--- src/rtl/conv2_sched.sv ---
// Frame sequencer for conv2: raster-reads the conv1 feature map, feeds the window buffer and
// tags buffer outputs as legal/illegal 3x3 windows. Optional CONV2_SCHED_PERF_EN adds stall_cycles.
module conv2_sched #(
    parameter int WIDTH   = 13,
    parameter int HEIGHT  = 13,
    parameter int ADDR_W  = 8,
    parameter int BUF_LAT = 2
) (
    input  logic              clk,
    input  logic              rst_n,
    input  logic              start,
    input  logic              stall,
    output logic              busy,
    output logic              done,
    output logic              mem_rd_en,
    output logic [ADDR_W-1:0] mem_addr,
    input  logic [7:0]        mem_rd_data,
    output logic              buf_valid_in,
    output logic [7:0]        buf_pixel_in,
    input  logic              buf_valid_out,
    output logic              win_valid,
    output logic [3:0]        win_row,
    output logic [3:0]        win_col
`ifdef CONV2_SCHED_PERF_EN
    ,
    output logic [15:0]       stall_cycles
`endif
);

    localparam int CW = $clog2(WIDTH);
    localparam int RW = $clog2(HEIGHT);
    localparam int DW = $clog2(BUF_LAT + 2);
    localparam logic [ADDR_W-1:0] LAST_ADDR = ADDR_W'(WIDTH * HEIGHT - 1);

    typedef enum logic [1:0] {S_IDLE, S_RUN, S_DRAIN, S_DONE} state_t;

    state_t            state_q, state_d;
    logic [ADDR_W-1:0] rd_ptr_q, rd_ptr_d;
    logic [DW-1:0]     drain_q, drain_d;
    logic              start_ok, rd_go, tag_in;
    logic              push_q;
    logic [7:0]        pixel_q;
    logic [RW-1:0]     pr_q;
    logic [CW-1:0]     pc_q;
    logic [BUF_LAT-1:0] tag_q;
    logic [BUF_LAT:0]  tag_ext;
    logic [3:0]        wr_q, wc_q;

    always_ff @(posedge clk or negedge rst_n) begin
        if (!rst_n) begin
            state_q  <= S_IDLE;
            rd_ptr_q <= '0;
            drain_q  <= '0;
        end else begin
            state_q  <= state_d;
            rd_ptr_q <= rd_ptr_d;
            drain_q  <= drain_d;
        end
    end

    always_comb begin
        state_d  = state_q;
        rd_ptr_d = rd_ptr_q;
        drain_d  = drain_q;
        start_ok = 1'b0;
        rd_go    = 1'b0;
        case (state_q)
            S_IDLE: begin
                if (start) begin
                    start_ok = 1'b1;
                    rd_ptr_d = '0;
                    state_d  = S_RUN;
                end
            end
            S_RUN: begin
                if (!stall) begin
                    rd_go    = 1'b1;
                    rd_ptr_d = rd_ptr_q + 1'b1;
                    if (rd_ptr_q == LAST_ADDR) begin
                        state_d = S_DRAIN;
                        drain_d = '0;
                    end
                end
            end
            // Hold until the final push has cleared the tag pipeline.
            S_DRAIN: begin
                if (drain_q == DW'(BUF_LAT)) state_d = S_DONE;
                else                         drain_d = drain_q + 1'b1;
            end
            S_DONE:  state_d = S_IDLE;
            default: state_d = S_IDLE;
        endcase
    end

    assign busy      = (state_q != S_IDLE);
    assign done      = (state_q == S_DONE);
    assign mem_rd_en = rd_go;
    assign mem_addr  = rd_ptr_q;

    // The pushed pixel is the bottom-right corner of its window.
    assign tag_in  = push_q && (pr_q >= RW'(2)) && (pc_q >= CW'(2));
    assign tag_ext = {tag_q, tag_in};

    always_ff @(posedge clk or negedge rst_n) begin
        if (!rst_n) begin
            push_q  <= 1'b0;
            pixel_q <= '0;
            pr_q    <= '0;
            pc_q    <= '0;
            tag_q   <= '0;
        end else begin
            push_q  <= rd_go;
            pixel_q <= mem_rd_data;
            tag_q   <= tag_ext[BUF_LAT-1:0];
            if (start_ok) begin
                pr_q <= '0;
                pc_q <= '0;
            end else if (push_q) begin
                if (pc_q == CW'(WIDTH - 1)) begin
                    pc_q <= '0;
                    pr_q <= pr_q + 1'b1;
                end else begin
                    pc_q <= pc_q + 1'b1;
                end
            end
        end
    end

    assign buf_valid_in = push_q;
    assign buf_pixel_in = pixel_q;
    assign win_valid    = buf_valid_out && tag_q[BUF_LAT-1];
    assign win_row      = wr_q;
    assign win_col      = wc_q;

    always_ff @(posedge clk or negedge rst_n) begin
        if (!rst_n) begin
            wr_q <= '0;
            wc_q <= '0;
        end else if (start_ok) begin
            wr_q <= '0;
            wc_q <= '0;
        end else if (win_valid) begin
            if (wc_q == 4'(WIDTH - 3)) begin
                wc_q <= '0;
                wr_q <= (wr_q == 4'(HEIGHT - 3)) ? 4'd0 : wr_q + 4'd1;
            end else begin
                wc_q <= wc_q + 4'd1;
            end
        end
    end

`ifdef CONV2_SCHED_PERF_EN
    logic [15:0] stall_cnt_q;

    always_ff @(posedge clk or negedge rst_n) begin
        if (!rst_n)                                        stall_cnt_q <= '0;
        else if (start_ok)                                 stall_cnt_q <= '0;
        else if (busy && stall && stall_cnt_q != 16'hFFFF) stall_cnt_q <= stall_cnt_q + 16'd1;
    end

    assign stall_cycles = stall_cnt_q;
`endif

endmodule
--- config.mk ---
export PLATFORM = sky130hd
export DESIGN_NAME = conv2_sched
export DESIGN_NICKNAME = d
export VERILOG_FILES = /design/src/rtl/conv2_sched.sv
export SDC_FILE = /design/constraint.sdc
export NUM_CORES = 1
export LEC_CHECK = 0
export BUFFER_PORTS_ARGS = -buffer_cell sky130_fd_sc_hd__buf_2
export CAP_MARGIN = 20
export CELL_PAD_IN_SITES_DETAIL_PLACEMENT = 1
export CELL_PAD_IN_SITES_GLOBAL_PLACEMENT = 2
export CORE_ASPECT_RATIO = 1.2
export CORE_MARGIN = 5
export CORE_UTILIZATION = 34
export DETAILED_ROUTE_END_ITERATION = 8
export HOLD_SLACK_MARGIN = 0.1
export PLACE_DENSITY_LB_ADDON = 0.1
export SYNTH_ARGS = -nofsm -noshare
export SYNTH_HDL_FRONTEND = slang
export SYNTH_SLANG_ARGS = --single-unit
--- constraint.sdc ---
create_clock -name clk -period 2.4 [get_ports clk]
set_input_delay 0 -clock clk [delete_from_list [all_inputs] [get_ports clk]]
set_output_delay 0 -clock clk [all_outputs]
set_load 0.05 [all_outputs]
Word-level counts from Yosys, hierarchy flattened
Index checks and enable logic that the tools add are counted.

storage, ports and cells
  input port bits = 13
  output and inout port bits = 29
  bits in registers = 39

cells by class
  reductions and logical operators = 16
  muxes and demuxes = 29
  equality and inequality tests = 13
  $add $sub $neg = 6
  order comparisons = 2

operators by type and width
  cell                                                 count
  two-way mux 4 bit                                    13
  adder 4 x 1 -> 4 bit, second input constant          4
  two-way mux 8 bit                                    2
  one-hot mux 8 bit (2 select lines)                   1
  two-way mux 2 bit                                    7
  nonzero test 2 bit                                   7
  == test 4 bit, second input constant                 3
  inequality test 2 bit, second input constant         5
  adder 8 x 1 -> 8 bit, second input constant          1
  == test 8 bit, second input constant                 1
  >= comparator 4 x 2 -> 1 bit, second input constant  2
  one-hot mux 2 bit (4 select lines)                   1
  AND reduction 4 bit                                  2
  == test 2 bit, second input constant                 3
  two-way mux 1 bit                                    4
  one-hot mux 2 bit (2 select lines)                   1
  AND reduction 2 bit                                  2
  logical AND 1 bit                                    3
  AND reduction 3 bit                                  1
  adder 2 x 1 -> 2 bit, second input constant          1
  == test 2 x 1 -> 1 bit, second input constant        1
  zero test 2 bit                                      1

Depth between registers and ports, before layout
Gate-level depths: netlist of the first run.

  word-level depth = 5
  gate-level depth with buffers = 8
  gate-level depth less buffers = 6

Worst setup path after synthesis of the first run
Ideal clock, no wire load.

  kind = register to register
  from = reg rd_ptr_q[0] (netlist: mem_addr[0])
  to = reg drain_q[0]
  setup time = 0.126 ns
  arrival time = 1.776 ns
  setup slack = 0.498 ns
  buffers on the path = 0
  cell stages (with the launch flop) = 6
  cells stage by stage = dfrtp_1 inv_1 ha_1 and4bb_2 a21o_1 a221o_1

on the way
  word-level cells in the longest chain between the ends = 3

ends and longest elaborated chain
  what                             line  RTL
  start: declaration               38    logic [ADDR_W-1:0] rd_ptr_q, rd_ptr_d;
  start signal: assignment         56    rd_ptr_q <= rd_ptr_d;
  == test 8 bit                    79    if (rd_ptr_q == LAST_ADDR) begin
  inequality test 2 bit (no line)  -
  AND reduction 4 bit (no line)    -
  end signal: assignment           57    drain_q <= drain_d;
  end: declaration                 39    logic [DW-1:0] drain_q, drain_d;

No other way between the ends.
A chain may end at the register's enable or synchronous reset.

Final worst setup path of the first run
  from = reg state_q[0]
  to = reg rd_ptr_q[7] (netlist: mem_addr[7])

on the way
  word-level cells in the longest chain between the ends = 3

ends and longest elaborated chain
  what                                                                   line  RTL
  start: declaration                                                     37    state_t state_q, state_d;
  start signal: assignment                                               55    state_q <= state_d;
  == test 2 x 1 -> 1 bit or zero test 2 bit (tied branches)              67    case (state_q)
  inequality test 2 bit (no line) or nonzero test 2 bit (tied branches)  -
  AND reduction 3 bit (no line)                                          -

Several ways; a longest one is shown, not always the timed one.

==> key figures, run 1 <==
GRT
  • Total grt overflow: 0
  • First-pass GRT wire length: 8.58 mm
  • Vias in the first global route: 1,765
  • Initial antenna violation count: 0
  • Largest net degree at the start of global routing: 40
  • GRT Total Usage: 0.144

Floorplanning
  • Die Wd: 81.4 um
  • I/O pins: 42
  • Row Count: 31
  • Height of the die: 95.6 um
  • Core area: 5970 um^2
  • Initial Utilization: 0.348
  • Die Area: 7780 um^2

Route
  • Final wirelength: 5.01 mm
  • DR pass1 iterations: 2
  • DRC violations left: 0
  • DRT antenna net count: 0
  • Iteration-0 DRC Markers: 15
  • DR vias/cell: 4.92
  • Avg WL per Cell: 14.6 um
  • Routed via count: 1,686

Timing
  • Slew Limit Fails: 0
  • Worst slew margin: 0.402
  • Final setup fails: 0
  • Final hold vios: 0
  • Fmax: 0.502 GHz
  • Worst-margin pin slew: 0.897 ns
  • Fin crit period: 1.99 ns
  • Fin Clk Skew: 0.00602 ns
  • Final Cycle Share: 0.830
  • RSZ-0062 raised after global routing: no
  • Setup total negative slack: 0 ns

Yosys
  • Cell count after synthesis: 204
  • Mapped Nets: 234
  • Post-synth EDFFs: 0
  • Sequential element share of the synthesized area: 0.470
  • Synth warnings: 0
  • Top_reg_cell synth: dfrtp_1
  • Synth unique cells: 44
  • Mapped Area: 2080 um^2
  • Synth Register Bits: 39
  • Fraction of registers with async set/reset: 1.00
  • Syn_area_per_cell: 10.2 um^2

Cells and area
  • Area delta synth->final: 24.1%
  • Post-route cell area: 2580 um^2
  • Fin nets: 290
  • Fraction of layout cells with a size suffix above 1: 0.226
  • Commonest non-fill, non-tap cells in the layout: 41 x buf_2, 39 x dfrtp_1, 20 x nor2_1
  • Antenna diode count: 0
  • Commonest non-fill, non-tap cell in the layout: buf_2

CTS
  • CTS tree: yes
  • Setup Fix Bufs, Post-CTS: 0
  • Resize count post-CTS: 0
  • Sink Count: 39
  • H-Tree Depth: 2
  • Reg clk slew, reported paths: 0.08 ns
  • Deepest clock path buffer count: 2
  • Clk root buf: clkbuf_8
  • CTS Buf Count: 5
  • Clk_lat worst skew: 0.30 ns

Setup path
  • Worst path cell trace: inv_1 > ha_1 > nor2b_4 > or2_4 > nor4_4 > mux2_2
  • Critical path class: reg -> reg
  • Worst Path Required: 2.59 ns
  • Crit end category: flop
  • Crit start category: flop
  • R2R Setup Slk: 0.41 ns
  • CP Buf/Inv Count: 1
  • Max incr delay on CP: 0.41 ns
  • Crit path max fanout: 8
  • CP arrival: 2.18 ns
  • CP top delay family: simple AND/OR/NAND/NOR gates
  • Crit path max-delay cell type: dfrtp_1

Placed design
  • Port Buffers: 41
  • Dpl cell area: 2370 um^2
  • Hpwl dp: 3.61 mm
  • GP Congestion: 0.692

Status
  • Outcome: finished clean

Pwr
  • Leakage: 1.23 nW
  • PwrDens: 989 nW/um^2
  • Maximum vdd drop: 0.625 mV

Run
  • Max-Cap Viols: 0

Worst hold path
  • Worst min path class: in -> reg
-- worst paths after layout --
path                                end     startpoint  cells past startpoint
max reg2reg                 mem_addr[7]     state_q[0]                      6
min in group asynchronous    win_row[1]          rst_n                      2
max                         mem_addr[7]     state_q[0]                      6
min                          win_col[0]  buf_valid_out                      4
min reg2reg                    tag_q[1]       tag_q[0]                      0
max in group asynchronous  buf_valid_in          rst_n                      2
-- Yosys cell counts (all sizes together) (2+ instances only) --
cell / n / area share
a32oi: 2 / 0.0084
nor2: 20 / 0.036
nand2b: 2 / 0.0060
mux2: 3 / 0.016
xor2: 3 / 0.013
nor2b: 4 / 0.016
and3b: 2 / 0.0084
nand2: 16 / 0.029
and4bb: 2 / 0.012
and2: 4 / 0.012
nor4: 5 / 0.022
o21ai: 8 / 0.019
xnor2: 4 / 0.017
mux2i: 4 / 0.019
nor3: 5 / 0.012
ha: 17 / 0.10
dfrtp: 39 / 0.47
and3: 2 / 0.0060
o211ai: 2 / 0.0072
nand4: 3 / 0.0090
buf: 3 / 0.0084
or3: 4 / 0.012
nand3: 5 / 0.012
inv: 15 / 0.027
a21oi: 15 / 0.036
clkbuf: 2 / 0.0036
-- through the flow --
step / total power, mW / instances / hold WS (ns) / util / setup WS, ns
CTS: 2.60 / 343 / 0.207 / 0.432 / 0.390
global placement: 2.09 / 324 / 0.108 / 0.398 / 0.446
detailed placement: 2.10 / 324 / 0.110 / 0.398 / 0.393
global route: 2.75 / 343 / 0.250 / 0.432 / 0.288
finish: 2.55 / 343 / 0.211 / 0.432 / 0.409
floorplan: 1.80 / 204 / -0.296 / - / 0.498
-- metal layers --
metal	part of all wire	vias up	GRT usage
met5	0	-	0
met4	0.012	0	0.0465
met3	0.034	6	0.0321
met2	0.53	26	0.261
met1	0.43	832	0.166
li1	-	822	-
-- tightest hold or removal path: cells and delay by family --
family                 cells  cell delay [ns]
buffers and inverters      1             0.08
AOI/OAI and AO/OA          1             0.20
and+or+nand+nor            2             0.20
-- state kept, by name (all words and copies together) (netlist names) --
signal	count
buf_pixel_in	8
mem_addr	8
pc_q	4
pr_q	4
win_col	4
win_row	4
drain_q	2
state_q	2
tag_q	2
buf_valid_in	1
-- power breakdown --
| group | switching (mW) | internal [mW] |
|---|---|---|
| clock | 0.258 | 0.208 |
| sequential | 0.179 | 0.780 |
| combinational | 0.732 | 0.392 |
| total | 1.17 | 1.38 |
-- kinds of logic after synthesis --
kind of cell               after synthesis  synth area share
xor gates and xnor gates                 7            0.0295
DFF                                     39             0.470
and+or+nand+nor                         79             0.216
adders and majority gates               17             0.102
AOI/OAI and AO/OA                       35             0.107
buffers and inverters                   20            0.0392
muxes                                    7            0.0355
-- layout make-up --
type,instances,area [um^2]
clock inverters,3,23.8
repair buffers,54,330
inverters,15,56.3
multi-input cells,145,1020
well taps,82,103
clock buffers,5,68.8
fillers,710,3400
flip-flops and latches,39,976
-- timing repair --
item | CTS | global route
hold endpoints to repair | 50 | 0
setup endpoints to repair | 0 | 0
hold buffers | 11 | 0
Note: power is estimated with default switching activity, not from simulation.
==> run 2: changes to the inputs <==
- CORE_UTILIZATION: 34 -> 31
- clock period: 2.4 -> 1.8 ns (I/O delays scaled with it)
==> run 2 against run 1 <==
Effect of this change: critical endpoint is now state_q[1]; critical path type unchanged; count of clock-buffer cells in the layout is the same; cell count grew 6.1%; clock skew grew 0.0047 ns; largest cell class unchanged; first-iteration DRC count grew 80%; sequential share of layout area shrank 2.3 points; die area grew 8.5%; fmax grew 16%; critical path depth is the same.
==> key figures, run 2 (synthesis results as in run 1) <==
Timing
  • Final setup fails: 0
  • Fmax: 0.581 GHz
  • Fin crit period: 1.72 ns
  • Worst-margin pin slew: 0.524 ns
  • Setup total negative slack: 0 ns
  • Slew Limit Fails: 0
  • Final Cycle Share: 0.957
  • Fin Clk Skew: 0.0108 ns
  • Worst slew margin: 0.649
  • RSZ-0062 raised after global routing: yes
  • Setup WS post-layout: 0.0778 ns
  • Final hold vios: 0

Placed design
  • Placed insts: 345
  • GP Congestion: 0.740
  • Setup slack at placement: 0.0114 ns
  • Hpwl dp: 3.87 mm
  • Port Buffers: 41

Cells and area
  • Commonest non-fill, non-tap cells in the layout: 40 x buf_2, 33 x dfrtp_1, 20 x buf_4
  • Antenna diode count: 0
  • Commonest non-fill, non-tap cell in the layout: buf_2
  • Post-Layout Cell Count: 364
  • Fin nets: 308
  • Multi-input logic area: 1050 um^2
  • Register area: 983 um^2
  • Filler cells: 792
  • Area delta synth->final: 33.1%
  • Final core utilization: 0.426
  • Fraction of layout cells with a size suffix above 1: 0.312

CTS
  • H-Tree Depth: 2
  • CTS tree: yes
  • CTS Buf Count: 5
  • Sink Count: 39
  • Clk_lat worst skew: 0.30 ns
  • Clk root buf: clkbuf_8
  • Reg clk slew, reported paths: 0.08 ns
  • Deepest clock path buffer count: 2

Worst hold path
  • Worst min path class: in -> reg

Setup path
  • Crit path max-delay cell type: dfrtp_1
  • Reg2reg end: state_q[1]
  • Worst flop-to-flop path startpoint: state_q[0]
  • CP endpoint: state_q[1]
  • Max incr delay on CP: 0.37 ns
  • Crit end category: flop
  • Critical path startpoint: state_q[0]
  • R2R Setup Slk: 0.08 ns
  • Worst path cell trace: inv_1 > ha_2 > nor2b_4 > or2_4 > a221oi_4 > mux2_4
  • Critical path class: reg -> reg
  • R2R cell count: 6
  • Crit path max fanout: 4
  • Worst Path Required: 1.98 ns
  • Crit start category: flop
  • CP arrival: 1.91 ns

Route
  • DRC violations left: 0
  • Iteration-0 DRC Markers: 27
  • Final wirelength: 5.16 mm
  • DR vias/cell: 4.83
  • Avg WL per Cell: 14.2 um
  • DRT antenna net count: 0
  • Routed via count: 1,758
  • DR pass1 iterations: 3

Floorplanning
  • Die Area: 8440 um^2
  • Core area: 6490 um^2
  • Row Count: 32
  • Die Wd: 84.7 um
  • Initial Utilization: 0.320
  • Height of the die: 99.7 um
  • I/O pins: 42

GRT
  • GRT Total Usage: 0.132
  • Initial antenna violation count: 0
  • Total grt overflow: 0
  • First-pass GRT wire length: 8.91 mm
  • Largest net degree at the start of global routing: 40
  • Vias in the first global route: 1,881

Pwr
  • Maximum vdd drop: 0.601 mV
  • Leakage: 1.32 nW
  • Power Total: 3.70 mW
  • PwrDens: 1340 nW/um^2

Status
  • Outcome: finished clean

Run
  • Max-Cap Viols: 0
-- run 2: how the worst min path moves through the flow --
stage	start	endpoint	slack, ns	cells past startpoint
after floorplan	rst_n	buf_pixel_in[0]	-0.30	0
after CTS	buf_valid_out	win_col[0]	0.21	4
after global placement	rst_n	win_row[0]	0.10	2
after detailed placement	rst_n	win_row[1]	0.11	2
after global routing	buf_valid_out	win_col[1]	0.27	4
final	buf_valid_out	win_col[0]	0.21	4
-- run 2: critical path, delay by kind of cell, from the launching register on --
family,cells,cell delay [ns]
AOI/OAI and AO/OA,1,0.23
adders and majority gates,1,0.21
buffers and inverters,1,0.06
DFF,1,0.37
muxes,1,0.32
and+or+nand+nor,2,0.41
-- run 2: power breakdown --
group          internal [mW]  leakage, nW  switching [mW]  total [mW]
combinational          0.751        0.776            1.12        1.87
sequential              1.05        0.503           0.158        1.21
clock                  0.277       0.0408           0.350       0.627
-- run 2: area by class of cell --
cell class	count	area share
multi-input cells	145	0.380
flip-flops and latches	39	0.356
repair buffers	72	0.172
well taps	85	0.0385
clock buffers	5	0.0249
inverters	15	0.0204
clock inverters	3	0.00860
-- run 2: metal layers --
metal	vias to the layer above	wire [um]	track usage	part of all wire
met5	-	0	0	0
met4	0	112	0.0560	0.022
met3	9	214	0.0315	0.041
met2	29	2650	0.237	0.51
met1	867	2190	0.149	0.42
li1	853	-	-	-
-- run 2: through the flow --
step | hold slack (ns) | cell area (um^2)
after CTS | 0.212 | 2740
after detailed placement | 0.106 | 2530
after floorplan | -0.296 | 2090
final | 0.207 | 2770
after global routing | 0.267 | 2770
after global placement | 0.103 | 2530
-- run 2: timing repair --
item	in CTS	in global routing
buffers inserted	0	0
resized for setup	3	5
hold buffers	11	0
pin swaps	0	1
setup endpoints to repair	2	3
hold endpoints to repair	50	0
